## config.mk

```make
export PLATFORM = sky130hd
export DESIGN_NAME = keypad_scanner_flat
export DESIGN_NICKNAME = d
export VERILOG_FILES = /design/src/rtl/keypad_scanner_if.sv /design/src/rtl/keypad_scanner.sv /design/src/flat_wrapper.sv
export SDC_FILE = /design/constraint.sdc
export NUM_CORES = 1
export LEC_CHECK = 0
export ABC_AREA = 1
export BUFFER_PORTS_ARGS = -buffer_cell sky130_fd_sc_hd__buf_2
export CORE_MARGIN = 1
export CORE_UTILIZATION = 45
export CTS_BUF_LIST = sky130_fd_sc_hd__clkbuf_16
export DETAILED_ROUTE_END_ITERATION = 10
export GPL_TIMING_DRIVEN = 0
export SLEW_MARGIN = 10
export SYNTH_ARGS = -nofsm -noshare
export SYNTH_HDL_FRONTEND = slang
export SYNTH_SLANG_ARGS = --single-unit
```

## constraint.sdc

```tcl
create_clock -name clk -period 2.15 [get_ports clk]
set_input_delay 0.1075 -clock clk [delete_from_list [all_inputs] [get_ports clk]]
set_output_delay 0.1075 -clock clk [all_outputs]
set_load 0.1 [all_outputs]
```

## src/rtl/keypad_scanner_if.sv

```systemverilog
// keypad_scanner_if -- key delivery channel between the scanner and its consumer.
//   key_code  : last accepted key, {row[1:0], col[1:0]}   (scanner -> consumer)
//   key_valid : key_code holds an unconsumed key           (scanner -> consumer)
//   overrun   : sticky, a key was overwritten unacked      (scanner -> consumer)
//   key_ack   : consumer takes key_code                    (consumer -> scanner)
interface keypad_scanner_if;
    logic [3:0] key_code;
    logic       key_valid;
    logic       overrun;
    logic       key_ack;

    modport master (output key_code, output key_valid, output overrun, input key_ack);
    modport slave  (input key_code, input key_valid, input overrun, output key_ack);
endinterface

```

## src/rtl/keypad_scanner.sv

```systemverilog
// keypad_scanner -- 4x4 matrix keypad scanner with debounce and a key buffer.
//   clk    : single clock, all state on the rising edge
//   rst_n  : asynchronous active-low reset
//   io_row : row drive, active-low, one-cold
//   io_col : column sense, active-low, asynchronous to clk
//   kbd    : key delivery channel (key_code/key_valid/overrun out, key_ack in)
// The FSM and the row pointer only advance on the "sample edge", once every
// SCAN_DIV clocks, so the synchronized columns have settled after a row change.
module keypad_scanner #(
    parameter int SCAN_DIV     = 16384,
    parameter int DEBOUNCE_CNT = 4
) (
    input  logic       clk,
    input  logic       rst_n,
    output logic [3:0] io_row,
    input  logic [3:0] io_col,
    keypad_scanner_if.master kbd
);

    localparam int DW = $clog2(SCAN_DIV);
    localparam int CW = $clog2(DEBOUNCE_CNT + 1);
    localparam logic [DW-1:0] DIV_LAST = DW'(SCAN_DIV - 1);
    localparam logic [CW-1:0] CNT_ONE  = CW'(1);
    localparam logic [CW-1:0] CNT_DONE = CW'(DEBOUNCE_CNT);

    typedef enum logic [1:0] {SCAN, DEBOUNCE, HELD, RELEASE} state_e;

    state_e          state_q, state_d;
    logic [3:0]      col_m_q, col_s_q;
    logic [DW-1:0]   div_q, div_d;
    logic [1:0]      row_q, row_d;
    logic [1:0]      cand_row_q, cand_row_d;
    logic [1:0]      cand_col_q, cand_col_d;
    logic [CW-1:0]   cnt_q, cnt_d;
    logic [3:0]      code_q, code_d;
    logic            valid_q, valid_d;
    logic            ovr_q, ovr_d;

    logic            sample;
    logic            cand_hi;
    logic [1:0]      low_idx;
    logic            low_found;
    logic            new_key;
    logic [3:0]      new_code;

    // Lowest-numbered column currently pulled low.
    always_comb begin
        low_idx   = 2'd0;
        low_found = 1'b0;
        for (int unsigned i = 0; i < 4; i++) begin
            if (!col_s_q[i] && !low_found) begin
                low_idx   = 2'(i);
                low_found = 1'b1;
            end
        end
    end

    always_comb begin
        sample  = (div_q == DIV_LAST);
        div_d   = sample ? '0 : div_q + DW'(1);
        cand_hi = col_s_q[cand_col_q];
    end

    always_comb begin
        state_d    = state_q;
        row_d      = row_q;
        cand_row_d = cand_row_q;
        cand_col_d = cand_col_q;
        cnt_d      = cnt_q;
        new_key    = 1'b0;
        new_code   = {cand_row_q, cand_col_q};
        if (sample) begin
            unique case (state_q)
                SCAN: begin
                    if (col_s_q == 4'hF) begin
                        row_d = row_q + 2'd1;
                    end else begin
                        cand_row_d = row_q;
                        cand_col_d = low_idx;
                        cnt_d      = CNT_ONE;
                        if (CNT_ONE == CNT_DONE) begin
                            state_d  = HELD;
                            new_key  = 1'b1;
                            new_code = {row_q, low_idx};
                        end else begin
                            state_d = DEBOUNCE;
                        end
                    end
                end
                DEBOUNCE: begin
                    if (cand_hi) begin
                        state_d = SCAN;
                        row_d   = row_q + 2'd1;
                    end else begin
                        cnt_d = cnt_q + CNT_ONE;
                        if (cnt_q + CNT_ONE == CNT_DONE) begin
                            state_d = HELD;
                            new_key = 1'b1;
                        end
                    end
                end
                HELD: begin
                    if (cand_hi) begin
                        cnt_d = CNT_ONE;
                        if (CNT_ONE == CNT_DONE) begin
                            state_d = SCAN;
                            row_d   = row_q + 2'd1;
                        end else begin
                            state_d = RELEASE;
                        end
                    end
                end
                RELEASE: begin
                    if (cand_hi) begin
                        cnt_d = cnt_q + CNT_ONE;
                        if (cnt_q + CNT_ONE == CNT_DONE) begin
                            state_d = SCAN;
                            row_d   = row_q + 2'd1;
                        end
                    end else begin
                        state_d = HELD;
                    end
                end
                default: state_d = SCAN;
            endcase
        end
    end

    // A new key always wins over an ack on the same edge; overrun only
    // reflects whether the previous key was still pending and unacked.
    always_comb begin
        code_d  = code_q;
        valid_d = valid_q;
        ovr_d   = ovr_q;
        if (new_key) begin
            code_d  = new_code;
            valid_d = 1'b1;
            if (valid_q) begin
                ovr_d = ~kbd.key_ack;
            end
        end else if (valid_q && kbd.key_ack) begin
            valid_d = 1'b0;
            ovr_d   = 1'b0;
        end
    end

    always_ff @(posedge clk or negedge rst_n) begin
        if (!rst_n) begin
            col_m_q    <= '1;
            col_s_q    <= '1;
            div_q      <= '0;
            state_q    <= SCAN;
            row_q      <= '0;
            cand_row_q <= '0;
            cand_col_q <= '0;
            cnt_q      <= '0;
            code_q     <= '0;
            valid_q    <= 1'b0;
            ovr_q      <= 1'b0;
        end else begin
            col_m_q    <= io_col;
            col_s_q    <= col_m_q;
            div_q      <= div_d;
            state_q    <= state_d;
            row_q      <= row_d;
            cand_row_q <= cand_row_d;
            cand_col_q <= cand_col_d;
            cnt_q      <= cnt_d;
            code_q     <= code_d;
            valid_q    <= valid_d;
            ovr_q      <= ovr_d;
        end
    end

    always_comb io_row = ~(4'b0001 << row_q);

    assign kbd.key_code  = code_q;
    assign kbd.key_valid = valid_q;
    assign kbd.overrun   = ovr_q;

endmodule

```

## src/flat_wrapper.sv

```systemverilog
// flat-port wrapper written by rule: the top's interface ports become plain ports
module keypad_scanner_flat 
#(
    parameter int SCAN_DIV     = 16384,
    parameter int DEBOUNCE_CNT = 4
)
  (clk, rst_n, io_row, io_col, kbd_key_code, kbd_key_valid, kbd_overrun, kbd_key_ack);
  keypad_scanner_if kbd_i ();
  input  logic clk;
  input  logic rst_n;
  output logic [3:0] io_row;
  input  logic [3:0] io_col;
  output wire logic [$bits(kbd_i.key_code)-1:0] kbd_key_code;
  output wire logic [$bits(kbd_i.key_valid)-1:0] kbd_key_valid;
  output wire logic [$bits(kbd_i.overrun)-1:0] kbd_overrun;
  input wire logic [$bits(kbd_i.key_ack)-1:0] kbd_key_ack;
  assign kbd_key_code = kbd_i.key_code;
  assign kbd_key_valid = kbd_i.key_valid;
  assign kbd_overrun = kbd_i.overrun;
  assign kbd_i.key_ack = kbd_key_ack;
  keypad_scanner #(.SCAN_DIV(SCAN_DIV), .DEBOUNCE_CNT(DEBOUNCE_CNT)) u_core (.clk(clk), .rst_n(rst_n), .io_row(io_row), .io_col(io_col), .kbd(kbd_i));
endmodule
```

==> results_dict.tcl, run 1 <==
set metrics [dict create \
    syn_to_final_growth_pct 18.2 \
    ys_seq_area_share_pct 50.4 \
    status "finished clean" \
    slew_headroom_pct 43.9 \
    cp_num_buf_inv 0 \
    place_congestion 0.806 \
    drive_above_1_share_pct 20.2 \
    nets 260 \
    vias 1370 \
    p_comb_share_pct 3.3 \
    coreArea_um2 4090 \
    syn_nets 232 \
    cpPeakStageDelay_ns 0.37 \
    grt_pass1_vias 1238 \
    via_per_inst 4.61 \
    swShare_pct 18.9 \
    grtUsageMet2_pct 24.1 \
    final_cell_mix "nand2_1 (58), inv_1 (33), dfrtp_1 (31)" \
    clock-root-buffer "clkbuf_16" \
    hold_buffers 5 \
    rsz0062_at_grt "false" \
    post_cts_buffers 0 \
    ctsResizeCount 0 \
    dieArea_um2 4620 \
    cts-htree-levels 2 \
    post_drt_wl_per_cell_um 10.2 \
    syn_area_um2 1960 \
    grt_util_met3_pct 5.00 \
    cp_data_arrival_time_ns 1.83 \
    gr-usage-met1_pct 20.2 \
    pwr_density_cell_nw_per_um2 696 \
    p_clk_share_pct 49.8 \
    worstPathRequired_ns 2.31 \
    setup_tns_ns 0 \
    start_util_pct 47.9 \
    clkLatencyLatePin_ns 0.27 \
    slowest_stage "dfrtp_1" \
    dieHeight_um 67.9 \
    drv_slew 0 \
    grt.total_usage_pct 16.0 \
    cp_common_cell "nand2_1" \
    drcViolationCount 0 \
    clk_pin_slew_ns 0.05 \
    switching_power_uw 305 \
    start_kind "flip-flop" \
    cts.path.max_buffers 2 \
    ant_nets 0 \
    cp_max_fo 8 \
    synth_cell_types 27 \
    worst_hold_slack_ns 0.0384 \
    cts_sinks 39 \
    grt_overflow 0 \
    power.internal_uw 1310 \
    fin_crit_sh_pct 77.7 \
    cts_tree "built" \
    max-vdd-ir-drop_mv 0.515 \
    criticalPathCategory "flip-flop to flip-flop" \
    leakagePower_uw 0.00117 \
    crit_family "simple AND/OR/NAND/NOR gates" \
    final_common_cell "nand2_1" \
    syn_avg_cell_area_um2 8.98 \
    routed_wl_um 3040 \
    antenna_found_initial 0 \
    drv_cap 0 \
    setup_viol 0 \
    cts_buffers 5 \
    grt_max_degree 40 \
    hpwl_um 2170 \
    top_usage_layer "met2" \
    die_w_um 67.9 \
    p_seq_share_pct 46.9 \
    rows 23 \
    finalCriticalPeriod_ns 1.67 \
    dr.pass1.iters 4 \
    portBuffers 16 \
    fin_skew_ns 0.00307 \
    ys_warn_count 0 \
    io_pins 17 \
    grt_pass1_wl_um 5260 \
    syn_inst 218 \
    cp-end-kind "flip-flop" \
    cp_cell_sequence "ha_1 -> nand2_1 -> nor2_4 -> nand2_4 -> nor3_4 -> nand3_4 -> nand2_1 -> o21ai_2" \
    hold_path_class "primary input to flip-flop" \
    hold_viol_final 0 \
    drt_iter0_drc 51 \
    max_freq_mhz 599 \
    worstMarginPinSlew_ns 0.842 \
    num_antenna_cells 0 \
    synth_seq_cells 39 \
]
final cells by class:
| class | count | area [um^2] |
|---|---|---|
| buffer | 1 | 7.51 |
| inverter | 34 | 128 |
| tap | 50 | 62.6 |
| sequential | 39 | 986 |
| clock inverter | 3 | 38.8 |
| clock buffer | 5 | 125 |
| timing repair buffer | 21 | 130 |
| multi-input combinational | 144 | 836 |
| fill | 363 | 1770 |
final timing paths:
check	start	end	slack [ns]	cells past startpoint
worst min register to register	u_core.col_m_q[3]	u_core.col_s_q[3]	0.35	0
worst max-delay path	u_core.div_q[0]	u_core.cand_row_q[0]	0.48	8
min in group asynchronous	rst_n	u_core.cand_row_q[1]	0.48	2
worst min-delay path	kbd_key_ack	u_core.kbd.key_valid	0.04	2
worst max register to register	u_core.div_q[0]	u_core.cand_row_q[0]	0.48	8
max in group asynchronous	rst_n	async pin	1.14	2
metrics by stage:
step | total power (uW) | cell area (um^2) | worst slack [ns] | utilization [%] | instances
CTS | 1640 | 2310 | 0.448 | 56.6 | 297
finish | 1610 | 2310 | 0.479 | 56.6 | 297
global placement | 814 | 2100 | 0.456 | 51.4 | 284
floorplan | 790 | 1960 | 0.633 | - | 218
detailed placement | 814 | 2100 | 0.457 | 51.4 | 284
global route | 1670 | 2310 | 0.283 | 56.6 | 297
worst register-to-register path, cell delays in order, from the launching register on:
cell,delay [ns]
dfrtp_1,0.37
ha_1,0.19
nand2_1,0.09
nor2_4,0.15
nand2_4,0.11
nor3_4,0.29
nand3_4,0.19
nand2_1,0.11
o21ai_2,0.05
logic make-up after synthesis:
kind of cell | share of synthesized area (%)
fa+ha+maj | 4.48
flops | 50.4
simple gates | 29.3
xor+xnor | 2.69
compound gates | 6.27
buf+inv | 6.91
synth_stat cells:
cell / number / share of area, %
a21boi_0: 1 / 0.38
a21oi_1: 6 / 1.5
a21oi_2: 1 / 0.45
and2_1: 1 / 0.32
buf_4: 1 / 0.38
dfrtp_1: 31 / 40
dfstp_2: 8 / 11
ha_1: 7 / 4.5
inv_1: 33 / 6.3
inv_2: 1 / 0.19
nand2_1: 58 / 11
nand2_2: 2 / 0.64
nand2_4: 1 / 0.58
nand3_1: 11 / 2.8
nand3_2: 1 / 0.51
nand3_4: 4 / 3.6
nand4_1: 3 / 0.96
nor2_1: 18 / 3.5
nor2_4: 5 / 2.9
nor3_1: 3 / 0.77
nor3_4: 2 / 1.7
o21a_1: 1 / 0.38
o21ai_0: 5 / 1.3
o21ai_1: 7 / 1.8
o21ai_2: 1 / 0.45
xnor2_1: 2 / 0.90
xor2_1: 4 / 1.8
sequential cells by signal, summed over array words and instances, names as in the netlist, named ones only:
| name | flops |
|---|---|
| u_core.row_q | 2 |
| u_core.cnt_q | 3 |
| u_core.col_m_q | 4 |
| u_core.kbd.overrun | 1 |
| u_core.cand_col_q | 2 |
| u_core.col_s_q | 4 |
| u_core.cand_row_q | 2 |
| u_core.state_q | 1 |
| u_core.kbd.key_valid | 1 |
| u_core.kbd.key_code | 4 |
| u_core.div_q | 14 |
per-layer routing:
layer  wire (um)  vias up
met2        1270       16
met3          87        4
met5           0        -
met4          62        0
li1            -      735
met1        1620      615
power groups by stage:
stage | sequential (uW) | clock (uW) | combinational (uW)
after floorplan | 778 | 0 | 11.8
after global placement | 768 | 0 | 46.7
after detailed placement | 768 | 0 | 46.7
after CTS | 755 | 830 | 53.6
after global routing | 756 | 855 | 61.2
final | 755 | 802 | 52.4
No activity file was read; power rests on OpenSTA's default activity.
==> run 2: changes to the inputs <==
--- a/config.mk
+++ b/config.mk
@@ -5,7 +5,7 @@
 export SDC_FILE = /design/constraint.sdc
 export NUM_CORES = 1
 export LEC_CHECK = 0
-export ABC_AREA = 1
+export ABC_AREA = 0
 export BUFFER_PORTS_ARGS = -buffer_cell sky130_fd_sc_hd__buf_2
 export CORE_MARGIN = 1
 export CORE_UTILIZATION = 45
==> constraint.sdc (replaced) <==
create_clock -name clk -period 1.6 [get_ports clk]
set_input_delay 0.08 -clock clk [delete_from_list [all_inputs] [get_ports clk]]
set_output_delay 0.08 -clock clk [all_outputs]
set_load 0.1 [all_outputs]
==> run 2 against run 1 <==
  * The flow now finishes with violations (negative setup slack)
  * Worst hold slack improved by 0.32 ns
  * Worst setup slack lost 0.72 ns
  * Wire length rose by 30%
  * Global-route usage is 4.0 points higher
  * Via count is 0.51% lower
  * Fmax decreased by 9.1%
  * Sequential share of layout area fell by 4.0 points
  * Highest routed layer unchanged
==> results_dict.tcl, run 2 <==
set metrics [dict create \
    vias 1363 \
    final_common_cell "dfrtp_1" \
    syn_avg_cell_area_um2 11.6 \
    drive_above_1_share_pct 43.4 \
    final_cell_mix "dfrtp_1 (31), buf_4 (24), buf_2 (14)" \
    place_congestion 0.801 \
    drv_cap 0 \
    cts.path.max_buffers 2 \
    fin_crit_sh_pct 115 \
    reg2reg_to "u_core.kbd.key_code[3]" \
    ant_nets 0 \
    worstMarginPinSlew_ns 0.883 \
    antenna_found_initial 0 \
    p_clk_share_pct 51.9 \
    hold_path_class "flip-flop to flip-flop" \
    finalCriticalPeriod_ns 1.84 \
    syn_to_final_growth_pct 40.1 \
    violations "negative setup slack" \
    synth_edf_count 0 \
    switching_power_uw 450 \
    setup_viol 15 \
    cp-end-kind "flip-flop" \
    min_to "u_core.col_s_q[3]" \
    cts-htree-levels 2 \
    cts_tree "built" \
    coreArea_um2 3770 \
    max_freq_mhz 544 \
    clk_pin_slew_ns 0.06 \
    via_per_inst 5.24 \
    start_util_pct 48.3 \
    largest_reg_flops 14 \
    pwr_density_cell_nw_per_um2 872 \
    cts_buffers 5 \
    yosys.area.top_type "dfrtp_1" \
    finalNonFillerCells 260 \
    hold_viol_final 0 \
    hp-start "u_core.col_m_q[3]" \
    synthArstFlopShare_pct 100 \
    hpwl_um 2200 \
    stdcell_area_um2 2550 \
    post_drt_wl_per_cell_um 15.2 \
    worstPathRequired_ns 1.77 \
    synth.top_cell.area_share_pct 42.6 \
    synth_most_common_cell "dfrtp_1" \
    grt_pass1_vias 1324 \
    synth_seq_cells 39 \
    drv_slew 0 \
    r2r_start "u_core.cnt_q[1]" \
    io_pins 17 \
    fillers 297 \
    rows 22 \
    synth_top_cells_by_count "dfrtp_1 (31), inv_1 (12), o21ai_0 (11)" \
    portBuffers 16 \
    die_w_um 65.6 \
    leakagePower_uw 0.00121 \
    routed_wl_um 3950 \
    clock-root-buffer "clkbuf_16" \
    rr_worst_depth 6 \
    fin_skew_ns 0.00276 \
    p_comb_share_pct 2.7 \
    start_kind "flip-flop" \
    dieHeight_um 65.6 \
    syn_nets 171 \
    swShare_pct 20.2 \
    clkLatencyLatePin_ns 0.28 \
    fin_util_pct 67.6 \
    synth_flop_cell "dfrtp_1" \
    dieArea_um2 4300 \
    cp_max_fo 5 \
    drcViolationCount 0 \
    dpl.cell_count 221 \
    setup_slack_ns -0.238 \
    syn_area_um2 1820 \
    grt_max_degree 40 \
    num_antenna_cells 0 \
    largest_register "u_core.div_q" \
    nets 225 \
    holdPathStages 0 \
    synth_area_leaders "dfrtp_1 (43%), dfstp_2 (12%), ha_1 (4.8%)" \
    grt_overflow 0 \
    placed_area_um2 1990 \
    grt_pass1_wl_um 6160 \
    dr.pass1.iters 4 \
    grt.total_usage_pct 20.0 \
    drt_iter0_drc 63 \
    slew_headroom_pct 41.1 \
    rsz0062_at_grt "true" \
    max-vdd-ir-drop_mv 0.654 \
    cts_sinks 39 \
    multi_input_area_um2 922 \
    preCtsSetupSlack_ns -0.404 \
    criticalPathCategory "flip-flop to flip-flop" \
    ys_seq_area_share_pct 54.2 \
    reg2reg_slack_ns -0.24 \
    p_seq_share_pct 45.5 \
    cp_data_arrival_time_ns 2.01 \
    synth_cell_types 37 \
    power.internal_uw 1770 \
    ys_warn_count 0 \
    seq_area_um2 986 \
    status "complete, but fails checks" \
    syn_inst 157 \
]
==> run 2: changes by cell type after synthesis, sizes merged, moves of 3 or more <==
cell,change
nor2b,+3
and2,+3
nand2,-52
xor2,+5
mux2,+7
and3,+7
inv,-22
nor2,-13
nand3,-8
a21oi,-4
nor3,-4
mux2i,+3
==> run 2: stage by stage <==
step	setup TNS, ns	total power, uW	hold WS (ns)
finish	-2.55	2220	0.355
CTS	-2.48	2240	0.356
floorplan	-1.23	1040	-0.216
detailed placement	-4.58	1070	0.187
global route	-3.70	2290	0.357
global placement	-3.67	1070	0.187
==> run 2: what timing repair did <==
item | in CTS | in global routing
buffers inserted | 18 | 8
gates resized for setup | 17 | 16
endpoints found under the setup margin | 21 | 19
pin swaps | 5 | 4
hold endpoints to repair | 36 | 0
hold buffers | 6 | 0
==> run 2: area by class of cell <==
class                   count  share of cell area [%]
plain buffers               3                   0.785
repair buffers             47                    13.5
inverters                  12                    1.77
flip-flops and latches     39                    38.7
multi-input cells         103                    36.2
well taps                  48                    2.36
clock inverters             3                    1.86
clock buffers               5                    4.91
==> run 2: power groups by stage <==
stage          Combinational, uW  Clock (uW)  Sequential (uW)
5_1_grt                     65.9        1210             1010
3_3_place_gp                38.3           0             1030
3_5_place_dp                40.0           0             1030
2_1_floorplan               10.8           0             1030
4_1_cts                     58.3        1170             1010
6_report                    59.0        1150             1010
==> run 2: worst max-delay path by stage <==
| stage | from | to | slack, ns | depth (start not counted) |
|---|---|---|---|---|
| 2_1_floorplan | u_core.cand_col_q[0] | u_core.kbd.key_code[0] | -0.19 | 3 |
| 6_report | u_core.cnt_q[1] | u_core.kbd.key_code[3] | -0.24 | 6 |
| 3_3_place_gp | u_core.cnt_q[0] | u_core.kbd.key_code[1] | -0.37 | 5 |
| 3_5_place_dp | u_core.div_q[0] | u_core.kbd.key_code[3] | -0.40 | 5 |
| 4_1_cts | u_core.cand_col_q[0] | u_core.kbd.key_code[3] | -0.23 | 4 |
| 5_1_grt | u_core.cnt_q[1] | u_core.kbd.key_code[3] | -0.30 | 6 |
==> run 2: cells by family after synthesis <==
logic type	count (synthesis)	synth area share, %
compound gates	24	8.11
xor+xnor	12	5.77
fa+ha+maj	7	4.81
buf+inv	15	3.37
flops	39	54.2
mux	11	7.42
simple gates	49	16.4
==> run 2: per-layer routing <==
layer	vias to the layer above	share of wire (%)	GRT usage, %
met1	673	44	24.4
met5	-	0	0
li1	648	-	-
met4	0	1.4	8.15
met2	35	51	34.1
met3	7	3.5	4.17
==> run 2: worst max-delay path, stage by stage, from the launching register on <==
cell and delay [ns]:
dfrtp_1 0.42, ha_4 0.20, xor2_4 0.16, nand3_2 0.15, nor4_4 0.32, buf_6 0.17, mux2_4 0.30
==> run 3: changes to the inputs <==
--- a/config.mk
+++ b/config.mk
@@ -12,6 +12,7 @@
 export CTS_BUF_LIST = sky130_fd_sc_hd__clkbuf_16
 export DETAILED_ROUTE_END_ITERATION = 10
 export GPL_TIMING_DRIVEN = 0
+export RECOVER_POWER = 100
 export SLEW_MARGIN = 10
 export SYNTH_ARGS = -nofsm -noshare
 export SYNTH_HDL_FRONTEND = slang
==> run 3 against run 2 <==
  * The flow still finishes with violations (negative setup slack)
  * Power hardly changed
  * Worst hold slack hardly changed
  * Critical path depth stayed put
  * First-iteration DRC count is 13% higher
  * Clock-buffer cell count stayed put
  * Register-to-register slack hardly changed
  * Clock skew hardly changed
  * Critical endpoint unchanged
  * Highest routed layer unchanged
==> results_dict.tcl, run 3 (synthesis results as in run 2) <==
set metrics [dict create \
    max_freq_mhz 544 \
    reg2reg_slack_ns -0.24 \
    via_per_inst 5.23 \
    hold_viol_final 0 \
    clk_pin_slew_ns 0.06 \
    cp.depth 6 \
    largest_reg_flops 14 \
    drv_slew 0 \
    cts_tree "built" \
    cts_buffers 5 \
    criticalPathCategory "flip-flop to flip-flop" \
    clock-root-buffer "clkbuf_16" \
    ant_nets 0 \
    setup_slack_ns -0.238 \
    io_pins 17 \
    fin_skew_ns 0.00300 \
    grt.total_usage_pct 20.0 \
    antenna_found_initial 0 \
    drive_above_1_share_pct 42.9 \
    largest_register "u_core.div_q" \
    cts-htree-levels 2 \
    pwr_density_cell_nw_per_um2 873 \
    final_cell_mix "dfrtp_1 (31), buf_4 (21), inv_1 (12)" \
    portBuffers 16 \
    cts.path.max_buffers 2 \
    violations "negative setup slack" \
    leakagePower_uw 0.00121 \
    rr_worst_depth 6 \
    cp_max_fo 5 \
    r2r_start "u_core.cnt_q[1]" \
    routed_wl_um 3950 \
    fin_crit_sh_pct 115 \
    worstPathRequired_ns 1.77 \
    drt_iter0_drc 71 \
    final_common_cell "dfrtp_1" \
    drcViolationCount 0 \
    holdPathStages 0 \
    hpwl_um 2200 \
    cpPeakStageDelay_ns 0.42 \
    post_drt_wl_per_cell_um 15.2 \
    hp-start "u_core.col_m_q[3]" \
    cp-end-kind "flip-flop" \
    dr.pass1.iters 4 \
    coreArea_um2 3770 \
    vias 1361 \
    reg2reg_to "u_core.kbd.key_code[3]" \
    dpl.cell_count 221 \
    grt_max_degree 40 \
    worstMarginPinSlew_ns 0.986 \
    start_kind "flip-flop" \
    min_to "u_core.col_s_q[3]" \
    die_w_um 65.6 \
    dieHeight_um 65.6 \
    status "complete, but fails checks" \
    clkLatencyLatePin_ns 0.28 \
    start_util_pct 48.3 \
    num_antenna_cells 0 \
    rsz0062_at_grt "true" \
    worst_hold_slack_ns 0.355 \
    slowest_stage "dfrtp_1" \
    grt_overflow 0 \
    place_congestion 0.801 \
    rows 22 \
    slew_headroom_pct 34.3 \
    max-vdd-ir-drop_mv 0.654 \
    grt_pass1_wl_um 6160 \
    drv_cap 0 \
    crit_family "simple AND/OR/NAND/NOR gates" \
    cts_sinks 39 \
    finalCriticalPeriod_ns 1.84 \
    syn_to_final_growth_pct 39.8 \
    setup_viol 17 \
    hold_path_class "flip-flop to flip-flop" \
    cp_cell_sequence "ha_4 -> xor2_4 -> nand3_2 -> nor4_4 -> buf_6 -> mux2_4" \
    finalNonFillerCells 260 \
    nets 225 \
    cp_num_buf_inv 1 \
    cp_data_arrival_time_ns 2.01 \
    dieArea_um2 4300 \
    grt_pass1_vias 1324 \
    fin_util_pct 67.5 \
]
[run 3: cell count changes in the layout (fill, tap and decap cells not counted), sizes merged]
cell	change
clkbuf	+11
buf	-11
[run 3: worst max path at each step]
stage,start,to,slack (ns)
5_1_grt,u_core.cnt_q[1],u_core.kbd.key_code[3],-0.30
6_report,u_core.cnt_q[1],u_core.kbd.key_code[3],-0.24
2_1_floorplan,u_core.cand_col_q[0],u_core.kbd.key_code[0],-0.19
3_5_place_dp,u_core.div_q[0],u_core.kbd.key_code[3],-0.40
3_3_place_gp,u_core.cnt_q[0],u_core.kbd.key_code[1],-0.37
4_1_cts,u_core.cand_col_q[0],u_core.kbd.key_code[3],-0.23
[run 3: layout make-up]
cell class / count / area [um^2]
fill: 298 / 1230
sequential: 39 / 986
multi-input combinational: 103 / 917
timing repair buffer: 47 / 344
clock buffer: 5 / 125
tap: 48 / 60.1
clock inverter: 3 / 47.5
inverter: 12 / 45.0
buffer: 3 / 20.0
[run 3: routing by layer]
layer  part of all wire (%)  wire length [um]  vias up  track usage, %
li1                       -                 -      649               -
met1                     45              1780      676            24.4
met2                     51              2010       29            34.1
met3                    2.7               108        7            4.17
met4                    1.4                57        0            8.15
met5                      0                 0        -               0
[run 3: what timing repair did]
action | CTS | global route
buffers inserted | 18 | 8
pin swaps | 5 | 4
hold buffers | 6 | 0
hold endpoints to repair | 36 | 0
endpoints found under the setup margin | 21 | 19
resized for setup | 17 | 16
[run 3: report_power, final]
part	leakage (uW)	switching [uW]	total, uW	internal, uW
sequential	0.000498	6.32	1010	1010
clock	0.0000844	409	1150	743
combinational	0.000629	33.6	58.9	25.4
total	0.00121	449	2220	1770
[run 3: stage by stage]
stage               cell area (um^2)  total power, uW  setup slack [ns]  TNS, ns
CTS                             2420             2240            -0.233    -2.48
global route                    2540             2290            -0.303    -3.93
detailed placement              1990             1070            -0.404    -4.58
floorplan                       1850             1040            -0.190    -1.23
global placement                1990             1070            -0.366    -3.67
finish                          2540             2220            -0.238    -2.52
